==> src/rtl/ddr5_ref_pkg.sv <==
// ddr5_ref_pkg: types and default timings shared by the refresh executor,
// its timer and the refresh generator.
//   ref_e        - refresh request kind carried on ref_type
//   cmd_op_e     - command opcode driven on cmd_op
//   exec_state_e - executor FSM state
package ddr5_ref_pkg;

   typedef enum logic [1:0] {
      RefAb  = 2'd0,
      RefPb  = 2'd1,
      RefSb  = 2'd2,
      RefFgr = 2'd3
   } ref_e;

   typedef enum logic [1:0] {
      OpPreab = 2'd0,
      OpRefab = 2'd1,
      OpRefpb = 2'd2,
      OpRefsb = 2'd3
   } cmd_op_e;

   typedef enum logic [2:0] {
      StIdle,
      StBlock,
      StPre,
      StWaitRp,
      StRef,
      StTrfc
   } exec_state_e;

   localparam int unsigned TRP_DFLT     = 30;
   localparam int unsigned TRFC_AB_DFLT = 350;
   localparam int unsigned TRFC_PB_DFLT = 160;
   localparam int unsigned TRFC_SB_DFLT = 120;

   // FGR never reaches the command port; it maps to REFab only to keep the
   // function total.
   function automatic cmd_op_e ref_to_op(ref_e t);
      unique case (t)
         RefPb:   return OpRefpb;
         RefSb:   return OpRefsb;
         default: return OpRefab;
      endcase
   endfunction

endpackage

==> src/rtl/ddr5_ref_timer.sv <==
// ddr5_ref_timer: loadable down-counter used for the tRP and tRFC waits.
//   clk, rst_n  - clock, asynchronous active-low reset
//   load_i      - load load_val_i this cycle
//   load_val_i  - value to load
//   expire_o    - counter reaches zero at the coming edge (count <= 1)
module ddr5_ref_timer #(
   parameter int unsigned Width = 16
) (
   input  logic             clk,
   input  logic             rst_n,
   input  logic             load_i,
   input  logic [Width-1:0] load_val_i,
   output logic             expire_o
);

   logic [Width-1:0] cnt_q, cnt_d;

   always_comb begin
      cnt_d = cnt_q;
      if (load_i) begin
         cnt_d = load_val_i;
      end else if (cnt_q != '0) begin
         cnt_d = cnt_q - Width'(1);
      end
   end

   always_ff @(posedge clk or negedge rst_n) begin
      if (!rst_n) cnt_q <= '0;
      else        cnt_q <= cnt_d;
   end

   // Looking one count ahead makes a load of N-1 span exactly N cycles
   // from the loading handshake to the following state.
   assign expire_o = (cnt_q <= Width'(1));

endmodule

==> src/rtl/ddr5_refresh_executor.sv <==
// ddr5_refresh_executor: turns refresh requests into PREab/REF command
// sequences and blocks the target rank until tRFC has elapsed.
//   ref_req_*          - request handshake from the refresh generator
//   rank_banks_open    - per-rank "any bank open", selects the PREab path
//   sched_pending      - per-rank queued traffic (postponement only)
//   block_rank         - rank is owned by refresh, no ACT/RD/WR
//   cmd_*              - command port toward the arbiter
//   busy, cnt_*        - status and event counters (wrap at 2^32)
// Optional: DDR5_REF_POSTPONE_EN enables per-rank REFab postponement debt.
module ddr5_refresh_executor
   import ddr5_ref_pkg::*;
#(
   parameter int unsigned NUM_RANKS    = 2,
   parameter int unsigned tRP          = TRP_DFLT,
   parameter int unsigned tRFC_AB      = TRFC_AB_DFLT,
   parameter int unsigned tRFC_PB      = TRFC_PB_DFLT,
   parameter int unsigned tRFC_SB      = TRFC_SB_DFLT,
   parameter int unsigned MAX_POSTPONE = 4
) (
   input  logic                 clk,
   input  logic                 rst_n,
   input  logic                 ref_req_valid,
   output logic                 ref_req_ready,
   input  logic [1:0]           ref_type,
   input  logic [4:0]           ref_bank,
   input  logic [2:0]           ref_bg,
   input  logic                 ref_rank,
   input  logic [NUM_RANKS-1:0] rank_banks_open,
   input  logic [NUM_RANKS-1:0] sched_pending,
   output logic [NUM_RANKS-1:0] block_rank,
   output logic                 cmd_valid,
   input  logic                 cmd_ready,
   output logic [1:0]           cmd_op,
   output logic                 cmd_rank,
   output logic [4:0]           cmd_bank,
   output logic [2:0]           cmd_bg,
   output logic                 busy,
   output logic [31:0]          cnt_ref_issued,
   output logic [31:0]          cnt_fgr_dropped
);

   localparam logic [15:0] TrpLd   = 16'(tRP - 1);
   localparam logic [15:0] TrfcAb  = 16'(tRFC_AB - 1);
   localparam logic [15:0] TrfcPb  = 16'(tRFC_PB - 1);
   localparam logic [15:0] TrfcSb  = 16'(tRFC_SB - 1);

   exec_state_e state_q, state_d;
   ref_e        job_type_q, job_type_d;
   logic        job_rank_q, job_rank_d;
   logic [4:0]  job_bank_q, job_bank_d;
   logic [2:0]  job_bg_q, job_bg_d;
   logic [31:0] cnt_ref_q, cnt_ref_d;
   logic [31:0] cnt_fgr_q, cnt_fgr_d;

   logic        tmr_load, tmr_expire;
   logic [15:0] tmr_val;

   logic        force_vld;   // a debt-forced REFab takes this IDLE cycle
   logic        force_rank;
   logic        defer_req;   // current request would be postponed

`ifdef DDR5_REF_POSTPONE_EN
   localparam int unsigned DebtW = $clog2(MAX_POSTPONE + 1);
   localparam logic [DebtW-1:0] DebtMax = DebtW'(MAX_POSTPONE);

   logic [DebtW-1:0] debt_q [NUM_RANKS];
   logic [DebtW-1:0] debt_d [NUM_RANKS];
   logic             defer_acc, refab_hs;

   // Descending scan so the lowest-index eligible rank wins.
   always_comb begin
      force_vld  = 1'b0;
      force_rank = 1'b0;
      for (int r = NUM_RANKS - 1; r >= 0; r--) begin
         if (debt_q[r] != '0 && (!sched_pending[r] || debt_q[r] == DebtMax)) begin
            force_vld  = 1'b1;
            force_rank = 1'(r);
         end
      end
   end

   assign defer_req = (ref_e'(ref_type) == RefAb) && sched_pending[ref_rank] &&
                      (debt_q[ref_rank] < DebtMax);
   assign defer_acc = (state_q == StIdle) && !force_vld && ref_req_valid && defer_req;
   assign refab_hs  = (state_q == StRef) && cmd_ready && (job_type_q == RefAb);

   always_comb begin
      for (int r = 0; r < NUM_RANKS; r++) debt_d[r] = debt_q[r];
      if (defer_acc) debt_d[ref_rank] = debt_q[ref_rank] + DebtW'(1);
      if (refab_hs && debt_q[job_rank_q] != '0) begin
         debt_d[job_rank_q] = debt_q[job_rank_q] - DebtW'(1);
      end
   end

   always_ff @(posedge clk or negedge rst_n) begin
      if (!rst_n) begin
         for (int r = 0; r < NUM_RANKS; r++) debt_q[r] <= '0;
      end else begin
         for (int r = 0; r < NUM_RANKS; r++) debt_q[r] <= debt_d[r];
      end
   end
`else
   logic unused_cfg;
   assign unused_cfg = ^{sched_pending, 32'(MAX_POSTPONE)};
   assign force_vld  = 1'b0;
   assign force_rank = 1'b0;
   assign defer_req  = 1'b0;
`endif

   always_comb begin
      state_d       = state_q;
      job_type_d    = job_type_q;
      job_rank_d    = job_rank_q;
      job_bank_d    = job_bank_q;
      job_bg_d      = job_bg_q;
      cnt_ref_d     = cnt_ref_q;
      cnt_fgr_d     = cnt_fgr_q;
      tmr_load      = 1'b0;
      tmr_val       = '0;
      ref_req_ready = 1'b0;
      cmd_valid     = 1'b0;
      cmd_op        = OpPreab;
      cmd_rank      = 1'b0;
      cmd_bank      = '0;
      cmd_bg        = '0;

      unique case (state_q)
         StIdle: begin
            if (force_vld) begin
               job_type_d = RefAb;
               job_rank_d = force_rank;
               job_bank_d = '0;
               job_bg_d   = '0;
               state_d    = StBlock;
            end else begin
               ref_req_ready = 1'b1;
               if (ref_req_valid) begin
                  if (ref_e'(ref_type) == RefFgr) begin
                     cnt_fgr_d = cnt_fgr_q + 32'd1;
                  end else if (!defer_req) begin
                     job_type_d = ref_e'(ref_type);
                     job_rank_d = ref_rank;
                     job_bank_d = ref_bank;
                     job_bg_d   = ref_bg;
                     state_d    = StBlock;
                  end
               end
            end
         end
         StBlock: begin
            state_d = rank_banks_open[job_rank_q] ? StPre : StRef;
         end
         StPre: begin
            cmd_valid = 1'b1;
            cmd_op    = OpPreab;
            cmd_rank  = job_rank_q;
            if (cmd_ready) begin
               tmr_load = 1'b1;
               tmr_val  = TrpLd;
               state_d  = StWaitRp;
            end
         end
         StWaitRp: begin
            if (tmr_expire) state_d = StRef;
         end
         StRef: begin
            cmd_valid = 1'b1;
            cmd_op    = ref_to_op(job_type_q);
            cmd_rank  = job_rank_q;
            if (job_type_q != RefAb) begin
               cmd_bank = job_bank_q;
               cmd_bg   = job_bg_q;
            end
            if (cmd_ready) begin
               cnt_ref_d = cnt_ref_q + 32'd1;
               tmr_load  = 1'b1;
               unique case (job_type_q)
                  RefPb:   tmr_val = TrfcPb;
                  RefSb:   tmr_val = TrfcSb;
                  default: tmr_val = TrfcAb;
               endcase
               state_d = StTrfc;
            end
         end
         StTrfc: begin
            if (tmr_expire) state_d = StIdle;
         end
         default: state_d = StIdle;
      endcase
   end

   always_comb begin
      block_rank = '0;
      if (state_q != StIdle) block_rank[job_rank_q] = 1'b1;
   end

   assign busy            = (state_q != StIdle);
   assign cnt_ref_issued  = cnt_ref_q;
   assign cnt_fgr_dropped = cnt_fgr_q;

   always_ff @(posedge clk or negedge rst_n) begin
      if (!rst_n) begin
         state_q    <= StIdle;
         job_type_q <= RefAb;
         job_rank_q <= 1'b0;
         job_bank_q <= '0;
         job_bg_q   <= '0;
         cnt_ref_q  <= '0;
         cnt_fgr_q  <= '0;
      end else begin
         state_q    <= state_d;
         job_type_q <= job_type_d;
         job_rank_q <= job_rank_d;
         job_bank_q <= job_bank_d;
         job_bg_q   <= job_bg_d;
         cnt_ref_q  <= cnt_ref_d;
         cnt_fgr_q  <= cnt_fgr_d;
      end
   end

   ddr5_ref_timer #(
      .Width (16)
   ) u_timer (
      .clk        (clk),
      .rst_n      (rst_n),
      .load_i     (tmr_load),
      .load_val_i (tmr_val),
      .expire_o   (tmr_expire)
   );

endmodule

==> config.mk <==
export PLATFORM = sky130hd
export DESIGN_NAME = ddr5_refresh_executor
export DESIGN_NICKNAME = d
export VERILOG_FILES = /design/src/rtl/ddr5_ref_pkg.sv /design/src/rtl/ddr5_ref_timer.sv /design/src/rtl/ddr5_refresh_executor.sv
export SDC_FILE = /design/constraint.sdc
export NUM_CORES = 1
export LEC_CHECK = 0
export ABC_AREA = 1
export CAP_MARGIN = 20
export CORE_MARGIN = 2
export CORE_UTILIZATION = 25
export DETAILED_ROUTE_END_ITERATION = 12
export MAX_ROUTING_LAYER = met4
export SYNTH_ARGS = -nofsm -noshare
export SYNTH_HDL_FRONTEND = slang
export SYNTH_SLANG_ARGS = --single-unit
==> constraint.sdc <==
create_clock -name clk -period 2.1 [get_ports clk]
set_input_delay 0.42 -clock clk [delete_from_list [all_inputs] [get_ports clk]]
set_output_delay 0.42 -clock clk [all_outputs]
set_load 0.05 [all_outputs]
==> flow_summary_export.csv, run 1 <==
group,metric,value,unit
status,status,"finished clean",
clock_network,cts_buffer_depth,2,
layout,antennaDiodeCount,0,
pwr,swShare,40.8,%
sta,hold_violations,0,
setup_path,end_kind,"primary output",
routing,drtIter0Drc,228,
pwr,p_total,7010,uW
pwr,irDropWorstVdd,0.592,mV
logic_synthesis,synth.yosys.seq_area_share,41.1,%
hold_path,hold_path.class,"input port to asynchronous set/reset pin",
clock_network,h-tree-depth,3,
routing,num_vias,5406,
layout,fillCellCount,2413,
logic_synthesis,syn_area_per_cell,6.86,um2
placement,place_hpwl,11.9,mm
pwr,p_clk_share,24.2,%
layout,fin_cells,1244,
global_route,antenna_found_initial,0,
sta,finalSetupTns,0,ns
floorplan,start_util,25.4,%
clock_network,cts-root-buf,"clkbuf_16",
floorplan,die_height,155,um
global_route,grtUsageTotal,13.7,%
sta,final-max-slew-violation-count,0,
logic_synthesis,syn_area,5730,um2
layout,seq_area,2360,um2
pwr,pwr_density_cell,908,nW/um2
logic_synthesis,synth_top_area_cell,"dfrtp_1",
pwr,seqPwrFrac,34.6,%
global_route,grt_pass1_wl,25.8,mm
sta,slew_headroom,64.4,%
logic_synthesis,syn_nets,864,
logic_synthesis,synth_warnings,0,
routing,finalWirelength,15.6,mm
pwr,p_switching,2860,uW
setup_path,crit_path_end,"cmd_bank[4]",
setup_path,required,1.68,ns
sta,min_period,2.06,ns
logic_synthesis,synthTopCellsByArea,"dfrtp_1 41%, nand2_1 21%, nor2_1 9.8%",
global_route,grt_max_degree,38,
clock_network,clk_pin_slew,0.07,ns
setup_path,slowest_stage,"dfrtp_1",
setup_path,reg2reg_from,"cnt_ref_issued[0]",
setup_path,start_kind,"flop",
setup_path,crit_path_max_incr_delay,0.39,ns
routing,first_pass_iters,5,
floorplan,rows,55,
sta,rsz0062_at_grt,"true",
floorplan,die_w,155,um
floorplan,boundaryPins,99,
setup_path,startpoint,"job_type_q[0]",
setup_path,reg2reg_slack,0.38,ns
layout,nets,983,
routing,via_per_inst,4.35,
layout,final_core_util,34.2,%
placement,placedCellCount,1224,
logic_synthesis,yosysUniqueCellTypes,35,
logic_synthesis,async_reset_ff_share,100,%
sta,setup_viol_count_final,0,
clock_network,cts_made_buffers,9,
clock_network,clk_latency,0.35,ns
logic_synthesis,yosysTopAreaCellShare,41.1,%
sta,skew,0.0113,ns
pwr,p_leak,0.00389,uW
clock_network,cts.sinks,94,
layout,syn2layout_area_growth,34.7,%
setup_path,crit_chain,"inv_2, ha_4, or2_4, nor2_4, buf_12",
placement,place.gp.congestion,0.882,
sta,fmax,0.485,GHz
logic_synthesis,synth_edf_count,0,
setup_path,worstReg2RegEnd,"cnt_ref_issued[18]",
setup_path,crit_arrival,1.64,ns
routing,drc,0,
setup_path,path_max_fanout,8,
setup_path,crit_type,"flop to primary output",
pwr,power_frac_comb,41.2,%
placement,portBuffers,96,
sta,min_period_over_period,98.2,%
setup_path,rr_worst_depth,8,
sta,hold_ws,0.0131,ns
layout,multi_input_area,3070,um2
floorplan,die_area,24100,um2
routing,wire_per_inst,12.5,um
logic_synthesis,yosys_most_used_dff,"dfrtp_1",
layout,drive_gt1_share,10.4,%
global_route,grt_pass1_vias,5216,
flow_run,drv_cap,0,
clock_network,cts_tree,"done",
floorplan,core_area,22600,um2
logic_synthesis,syn_inst,835,
routing,ant_nets,0,
pwr,p_int,4150,uW
logic_synthesis,ys_seq_elements,94,
global_route,gr-total-overflow,0,
sta,worst_pin_slew,0.532,ns
sequential cells by signal, summed over array words and instances, names as in the netlist:
register	count
cnt_fgr_dropped	32
cnt_ref_issued	32
job_bank_q	5
job_bg_q	3
job_rank_q	1
job_type_q	2
state_q	3
u_timer.cnt_q	16
placed cells by master, fill, tap and decap left out, types with 5 or more instances in the layout:
master and instances:
buf_4 30, ha_1 9, nand2_1 326, xor2_1 20, nand4_1 10, dlygate4sd2_1 10, o21ai_0 16, nand3_1 57
clkdlybuf4s50_1 39, nor2_4 12, buf_12 16, nand3b_1 8, nor2_2 5, xnor2_1 16, dlymetal6s2s_1 22, inv_2 6
nor2_1 140, inv_1 82, dfrtp_1 91, clkbuf_16 9
per-stage QoR:
stage / instance area, um2 / setup slack, ns
floorplan: 5730 / -0.144
global placement: 7250 / 0.0925
detailed placement: 7250 / 0.0867
CTS: 7590 / -0.0113
global route: 7720 / -0.0306
finish: 7720 / 0.0375
timing repair:
item,4_1_cts,5_1_grt
endpoints found under the setup margin,19,32
gates resized for setup,24,35
buffers inserted,0,4
hold buffers,0,0
cloned,0,0
pin swaps,1,4
final cells by class:
type,instances,area share [%]
inverters,88,4.28
multi-input cells,644,39.8
well taps,285,4.62
clock buffers,9,2.92
repair buffers,117,16.8
clock inverters,7,1.05
flip-flops and latches,94,30.5
power groups by stage:
| stage | clock network, uW | logic, uW | registers (uW) |
|---|---|---|---|
| after floorplan | 0 | 1600 | 2600 |
| after global placement | 0 | 2730 | 2450 |
| after detailed placement | 0 | 2760 | 2450 |
| after CTS | 1760 | 2800 | 2430 |
| after global routing | 1840 | 3190 | 2470 |
| final | 1690 | 2890 | 2430 |
how the worst min path moves through the flow:
stage / depth (start not counted) / endpoint / slack [ns]
after floorplan: 0 / cnt_fgr_dropped[0] / 0.12
after global placement: 1 / cnt_ref_issued[26] / 0.41
after detailed placement: 1 / job_rank_q / 0.42
after CTS: 1 / job_rank_q / 0.03
after global routing: 1 / u_timer.cnt_q[12] / 0.04
final: 1 / cnt_ref_issued[26] / 0.01
cells by family (layout without fill, tap and decap cells):
group	after synthesis	in the layout	synth area share, %
AOI/OAI and AO/OA	26	26	2.71
xor gates and xnor gates	36	36	5.50
adders and majority gates	10	10	2.18
buffers and inverters	97	221	6.84
DFF	94	94	41.1
and+or+nand+nor	572	572	41.7
synthesized netlist by cell type, types with 2 or more instances:
master / count
xor2_1: 20
nand3b_1: 8
nor2_4: 4
nand2_1: 327
a21o_1: 3
o21ai_0: 16
xnor2_1: 16
o211ai_1: 2
buf_2: 5
nor2_2: 4
nand2_4: 2
nand3_1: 57
nor2_1: 149
nand4_1: 10
inv_2: 3
inv_1: 85
dfrtp_1: 94
nand3_2: 2
nor3_1: 3
ha_1: 10
critical path, delay by kind of cell (launching register included):
kind / cells / cell delay, ns
and+or+nand+nor: 2 / 0.52
buffers and inverters: 2 / 0.22
adders and majority gates: 1 / 0.15
DFF: 1 / 0.39
routing by layer:
layer,vias to the layer above,GRT usage [%],wire length [um]
li1,2810,-,-
met1,2469,17.1,7240
met2,114,22.5,7460
met3,13,3.12,743
met4,0,3.58,152
met5,-,-,0
No activity file was read; power rests on OpenSTA's default activity.
==> inputs of run 2 (changes only) <==
--- a/config.mk
+++ b/config.mk
@@ -11,6 +11,7 @@
 export CORE_UTILIZATION = 25
 export DETAILED_ROUTE_END_ITERATION = 12
 export MAX_ROUTING_LAYER = met4
+export SKIP_CTS_REPAIR_TIMING = 1
 export SYNTH_ARGS = -nofsm -noshare
 export SYNTH_HDL_FRONTEND = slang
 export SYNTH_SLANG_ARGS = --single-unit
==> run 2 against run 1 <==
- sequential share of layout area shrank 0.099 points
- wire length is 0.16% higher
- setup slack better by 0.0026 ns
- clock power is essentially flat
- worst hold slack barely moved
- sequential cell count stayed put
- first-iteration DRC count fell by 4.4%
- final area grew 0.32%
- critical endpoint is now cmd_bank[1]
- power barely moved
- via count is 0.31% higher
- non-clock buffer count is the same
- core utilization increased by 0.11 points
==> flow_summary_export.csv, run 2 (synthesis results as in run 1) <==
group,metric,value,unit
global_route,grtUsageTotal,13.6,%
placement,place_hpwl,11.9,mm
floorplan,core_area,22600,um2
sta,setup_viol_count_final,0,
floorplan,boundaryPins,99,
sta,hold_violations,0,
sta,skew,0.0125,ns
status,status,"finished clean",
layout,final_core_util,34.3,%
global_route,grt_pass1_vias,5176,
setup_path,end_kind,"primary output",
placement,placed_cell_area,7250,um2
routing,ant_nets,0,
sta,min_period,2.06,ns
clock_network,cts_tree,"done",
layout,layout_commonest_cell,"nand2_1",
pwr,irDropWorstVdd,0.592,mV
sta,slew_headroom,64.4,%
clock_network,cts_made_buffers,9,
routing,num_vias,5423,
layout,layout_common_cells,"326 x nand2_1, 140 x nor2_1, 91 x dfrtp_1, 83 x inv_1, 57 x nand3_1",
global_route,antenna_found_initial,0,
floorplan,die_area,24100,um2
sta,fmax,0.485,GHz
routing,via_per_inst,4.36,
placement,portBuffers,96,
pwr,p_int,4150,uW
layout,final_design_area_no_fill,7740,um2
clock_network,clk_latency,0.35,ns
floorplan,die_height,155,um
pwr,p_clk_share,24.3,%
clock_network,clk_pin_slew,0.07,ns
setup_path,start_kind,"flop",
setup_path,path_max_fanout,8,
pwr,p_leak,0.00402,uW
routing,drtIter0Drc,218,
sta,finalSetupTns,0,ns
layout,drive_gt1_share,10.2,%
routing,finalWirelength,15.6,mm
global_route,gr-total-overflow,0,
pwr,p_switching,2860,uW
setup_path,crit_type,"flop to primary output",
routing,first_pass_iters,5,
clock_network,h-tree-depth,3,
sta,hold_ws,0.0134,ns
layout,nets,983,
flow_run,drv_cap,0,
hold_path,hold_path.class,"input port to asynchronous set/reset pin",
pwr,pwr_density_cell,905,nW/um2
clock_network,cts_buffer_depth,2,
pwr,swShare,40.8,%
floorplan,rows,55,
global_route,grt_pass1_wl,25.6,mm
routing,wire_per_inst,12.6,um
sta,rsz0062_at_grt,"true",
sta,worst_pin_slew,0.532,ns
pwr,seqPwrFrac,34.6,%
placement,place.gp.congestion,0.882,
setup_path,crit_arrival,1.64,ns
sta,final-max-slew-violation-count,0,
pwr,p_total,7010,uW
clock_network,cts.sinks,94,
routing,drc,0,
floorplan,start_util,25.4,%
setup_path,required,1.68,ns
clock_network,cts-root-buf,"clkbuf_16",
layout,syn2layout_area_growth,35.2,%
sta,min_period_over_period,98.1,%
floorplan,die_w,155,um
setup_path,reg2reg_slack,0.37,ns
setup_path,startpoint,"state_q[1]",
layout,antennaDiodeCount,0,
global_route,grt_max_degree,38,
setup_path,reg2reg_from,"cnt_ref_issued[0]",
pwr,power_frac_comb,41.1,%
-- run 2: cell count changes in the layout (fill, tap and decap cells not counted) --
cell / delta
inv_2: -1
dlymetal6s2s_1: +10
inv_1: +1
ha_4: -1
dlygate4sd2_1: -10
ha_1: +1
-- run 2: power groups by stage --
stage	clock network (uW)	logic, uW	registers, uW
global placement	0	2730	2450
finish	1700	2880	2430
CTS	1760	2760	2420
floorplan	0	1600	2600
detailed placement	0	2760	2450
global route	1840	3180	2470
-- run 2: critical path, cell delays in order, from the launching register on --
cell     delay (ns)
dfrtp_2        0.44
nor2_4         0.13
nand2_2        0.06
or2_4          0.35
nor2_4         0.16
buf_12         0.14
-- run 2: layout make-up --
cell class	count	area, um2
clock inverter	7	81.3
timing repair buffer	117	1340
fill	2407	14800
multi-input combinational	644	3060
sequential	94	2360
inverter	88	330
clock buffer	9	225
tap	285	357
-- run 2: metal layers --
| layer | vias up | part of all wire (%) | global-route usage [%] | wire [um] |
|---|---|---|---|---|
| met3 | 15 | 4.2 | 3.12 | 661 |
| met5 | - | 0 | - | 0 |
| met4 | 0 | 1.2 | 3.58 | 180 |
| met2 | 102 | 47 | 22.1 | 7410 |
| met1 | 2497 | 47 | 17.1 | 7380 |
| li1 | 2809 | - | - | - |
-- run 2: metrics by stage --
stage | std cells | setup WS [ns]
2_1_floorplan | 835 | -0.144
3_3_place_gp | 1224 | 0.0925
3_5_place_dp | 1224 | 0.0867
4_1_cts | 1240 | -0.244
5_1_grt | 1244 | -0.0393
6_report | 1244 | 0.0401
-- run 2: worst paths after layout --
path / end / cells past startpoint
min in group clk: cnt_ref_issued[31] / 2
min: cnt_ref_issued[26] / 1
max reg2reg: cnt_ref_issued[18] / 8
max: cmd_bank[1] / 5
min reg2reg: cnt_ref_issued[31] / 2
max in group asynchronous: cnt_ref_issued[9] / 2
==> inputs of run 3 (changes only) <==
--- a/config.mk
+++ b/config.mk
@@ -8,10 +8,12 @@
 export ABC_AREA = 1
 export CAP_MARGIN = 20
 export CORE_MARGIN = 2
-export CORE_UTILIZATION = 25
+export CORE_UTILIZATION = 50
 export DETAILED_ROUTE_END_ITERATION = 12
 export MAX_ROUTING_LAYER = met4
+export PLACE_DENSITY = 0.76
 export SKIP_CTS_REPAIR_TIMING = 1
 export SYNTH_ARGS = -nofsm -noshare
 export SYNTH_HDL_FRONTEND = slang
 export SYNTH_SLANG_ARGS = --single-unit
+export TNS_END_PERCENT = 20
==> run 3 against run 2 <==
- the run now ends with hold timing, setup timing left
- core utilization grew 31 points
- non-clock buffer count shrank 6
- first-iteration DRC count down 4.6%
- sequential share of layout area grew 1.2 points
==> flow_summary_export.csv, run 3 (synthesis results as in run 1) <==
group,metric,value,unit
status,status,"finished with violations",
status,violations,"hold timing, setup timing",
layout,final_core_util,65.8,%
clock_network,clk_latency,0.35,ns
placement,placed_cell_area,7060,um2
global_route,grt_pass1_wl,23.8,mm
layout,nets,977,
floorplan,rows,39,
routing,drtIter0Drc,208,
sta,setup_ws,-0.00628,ns
sta,slew_headroom,64.8,%
layout,antennaDiodeCount,0,
floorplan,core_area,11300,um2
pwr,swShare,39.5,%
placement,portBuffers,96,
sta,hold_ws,-0.0160,ns
clock_network,cts_buffer_depth,2,
routing,num_vias,5439,
global_route,grtUsageTotal,24.3,%
floorplan,boundaryPins,99,
placement,place_hpwl,10.7,mm
floorplan,die_area,12300,um2
clock_network,clk_pin_slew,0.06,ns
routing,finalWirelength,13.9,mm
routing,ant_nets,0,
placement,place.gp.congestion,0.919,
clock_network,cts-root-buf,"clkbuf_16",
layout,final_design_area_no_fill,7450,um2
pwr,p_leak,0.00378,uW
global_route,grt_max_degree,32,
routing,drc,0,
layout,layout_common_cells,"326 x nand2_1, 140 x nor2_1, 91 x dfrtp_1, 84 x inv_1, 57 x nand3_1",
routing,first_pass_iters,5,
clock_network,cts.sinks,94,
clock_network,cts_made_buffers,9,
setup_path,start_kind,"flop",
clock_network,h-tree-depth,3,
sta,hold_violations,12,
floorplan,die_height,111,um
global_route,antenna_found_initial,0,
sta,min_period_over_period,100,%
layout,syn2layout_area_growth,30.0,%
sta,worst_pin_slew,0.527,ns
flow_run,drv_cap,0,
setup_path,end_kind,"primary output",
layout,drive_gt1_share,8.81,%
sta,fmax,0.475,GHz
sta,skew,0.00416,ns
floorplan,die_w,111,um
floorplan,start_util,50.6,%
setup_path,required,1.68,ns
layout,layout_commonest_cell,"nand2_1",
clock_network,cts_tree,"done",
setup_path,path_max_fanout,8,
pwr,seqPwrFrac,35.3,%
pwr,p_int,4150,uW
routing,via_per_inst,4.96,
sta,finalSetupTns,-0.00971,ns
sta,min_period,2.11,ns
sta,setup_viol_count_final,2,
routing,wire_per_inst,12.7,um
sta,final-max-slew-violation-count,0,
pwr,power_frac_comb,40.3,%
setup_path,crit_type,"flop to primary output",
pwr,p_total,6860,uW
global_route,gr-total-overflow,0,
pwr,irDropWorstVdd,0.626,mV
hold_path,hold_path.class,"input port to asynchronous set/reset pin",
global_route,grt_pass1_vias,5102,
pwr,p_clk_share,24.4,%
placement,dp_slack,0.0892,ns
setup_path,crit_arrival,1.69,ns
pwr,p_switching,2710,uW
sta,rsz0062_at_grt,"true",
pwr,pwr_density_cell,922,nW/um2
run 3: cell count changes in the layout (fill, tap and decap cells not counted), sizes merged:
cell           change
clkdlybuf4s50     +17
dlymetal6s2s      -12
buf               -11
clkbuf             +4
clkinvlp           -2
inv                -2
run 3: final timing paths:
kind | slack (ns) | cells past startpoint | to | startpoint
min in group clk | 0.49 | 2 | cnt_ref_issued[31] | cnt_ref_issued[31]
worst max register to register | 0.37 | 9 | cnt_ref_issued[17] | state_q[0]
worst min-delay path | -0.02 | 1 | u_timer.cnt_q[13] | rst_n
max in group asynchronous | 1.47 | 2 | state_q[0] | rst_n
worst min register to register | 0.49 | 2 | cnt_ref_issued[31] | cnt_ref_issued[31]
worst max-delay path | -0.006 | 5 | cmd_bank[0] | state_q[0]
run 3: power by group through the flow:
stage                     combinational (uW)  sequential, uW  clock, uW
after floorplan                         1590            2600          0
after global placement                  2690            2440          0
after detailed placement                2720            2450          0
after CTS                               2740            2420       1720
after global routing                    3030            2470       1800
final                                   2760            2430       1670
run 3: metal layers:
layer	GRT usage [%]	vias to the layer above	share of wire, %
li1	-	2798	-
met1	32.1	2463	46
met2	38.4	153	47
met3	3.61	25	4.6
met4	9.30	0	2.2
met5	-	-	0
run 3: per-stage QoR:
stage | instances | hold WS [ns]
2_1_floorplan | 835 | 0.124
3_3_place_gp | 1080 | 0.374
3_5_place_dp | 1080 | 0.368
4_1_cts | 1096 | -0.00952
5_1_grt | 1096 | 0.00712
6_report | 1096 | -0.0160
run 3: area by class of cell:
class	count	area [um2]
fillers	1029	3870
clock buffers	13	260
flip-flops and latches	94	2360
clock inverters	3	42.5
inverters	88	330
repair buffers	111	1260
multi-input cells	644	3020
well taps	143	179
run 3: critical path, stage by stage (launching register included):
cell and delay, ns:
dfrtp_2 0.45, nor2_4 0.12, nand2_2 0.11, or2_4 0.35, nor2_2 0.16, buf_12 0.15
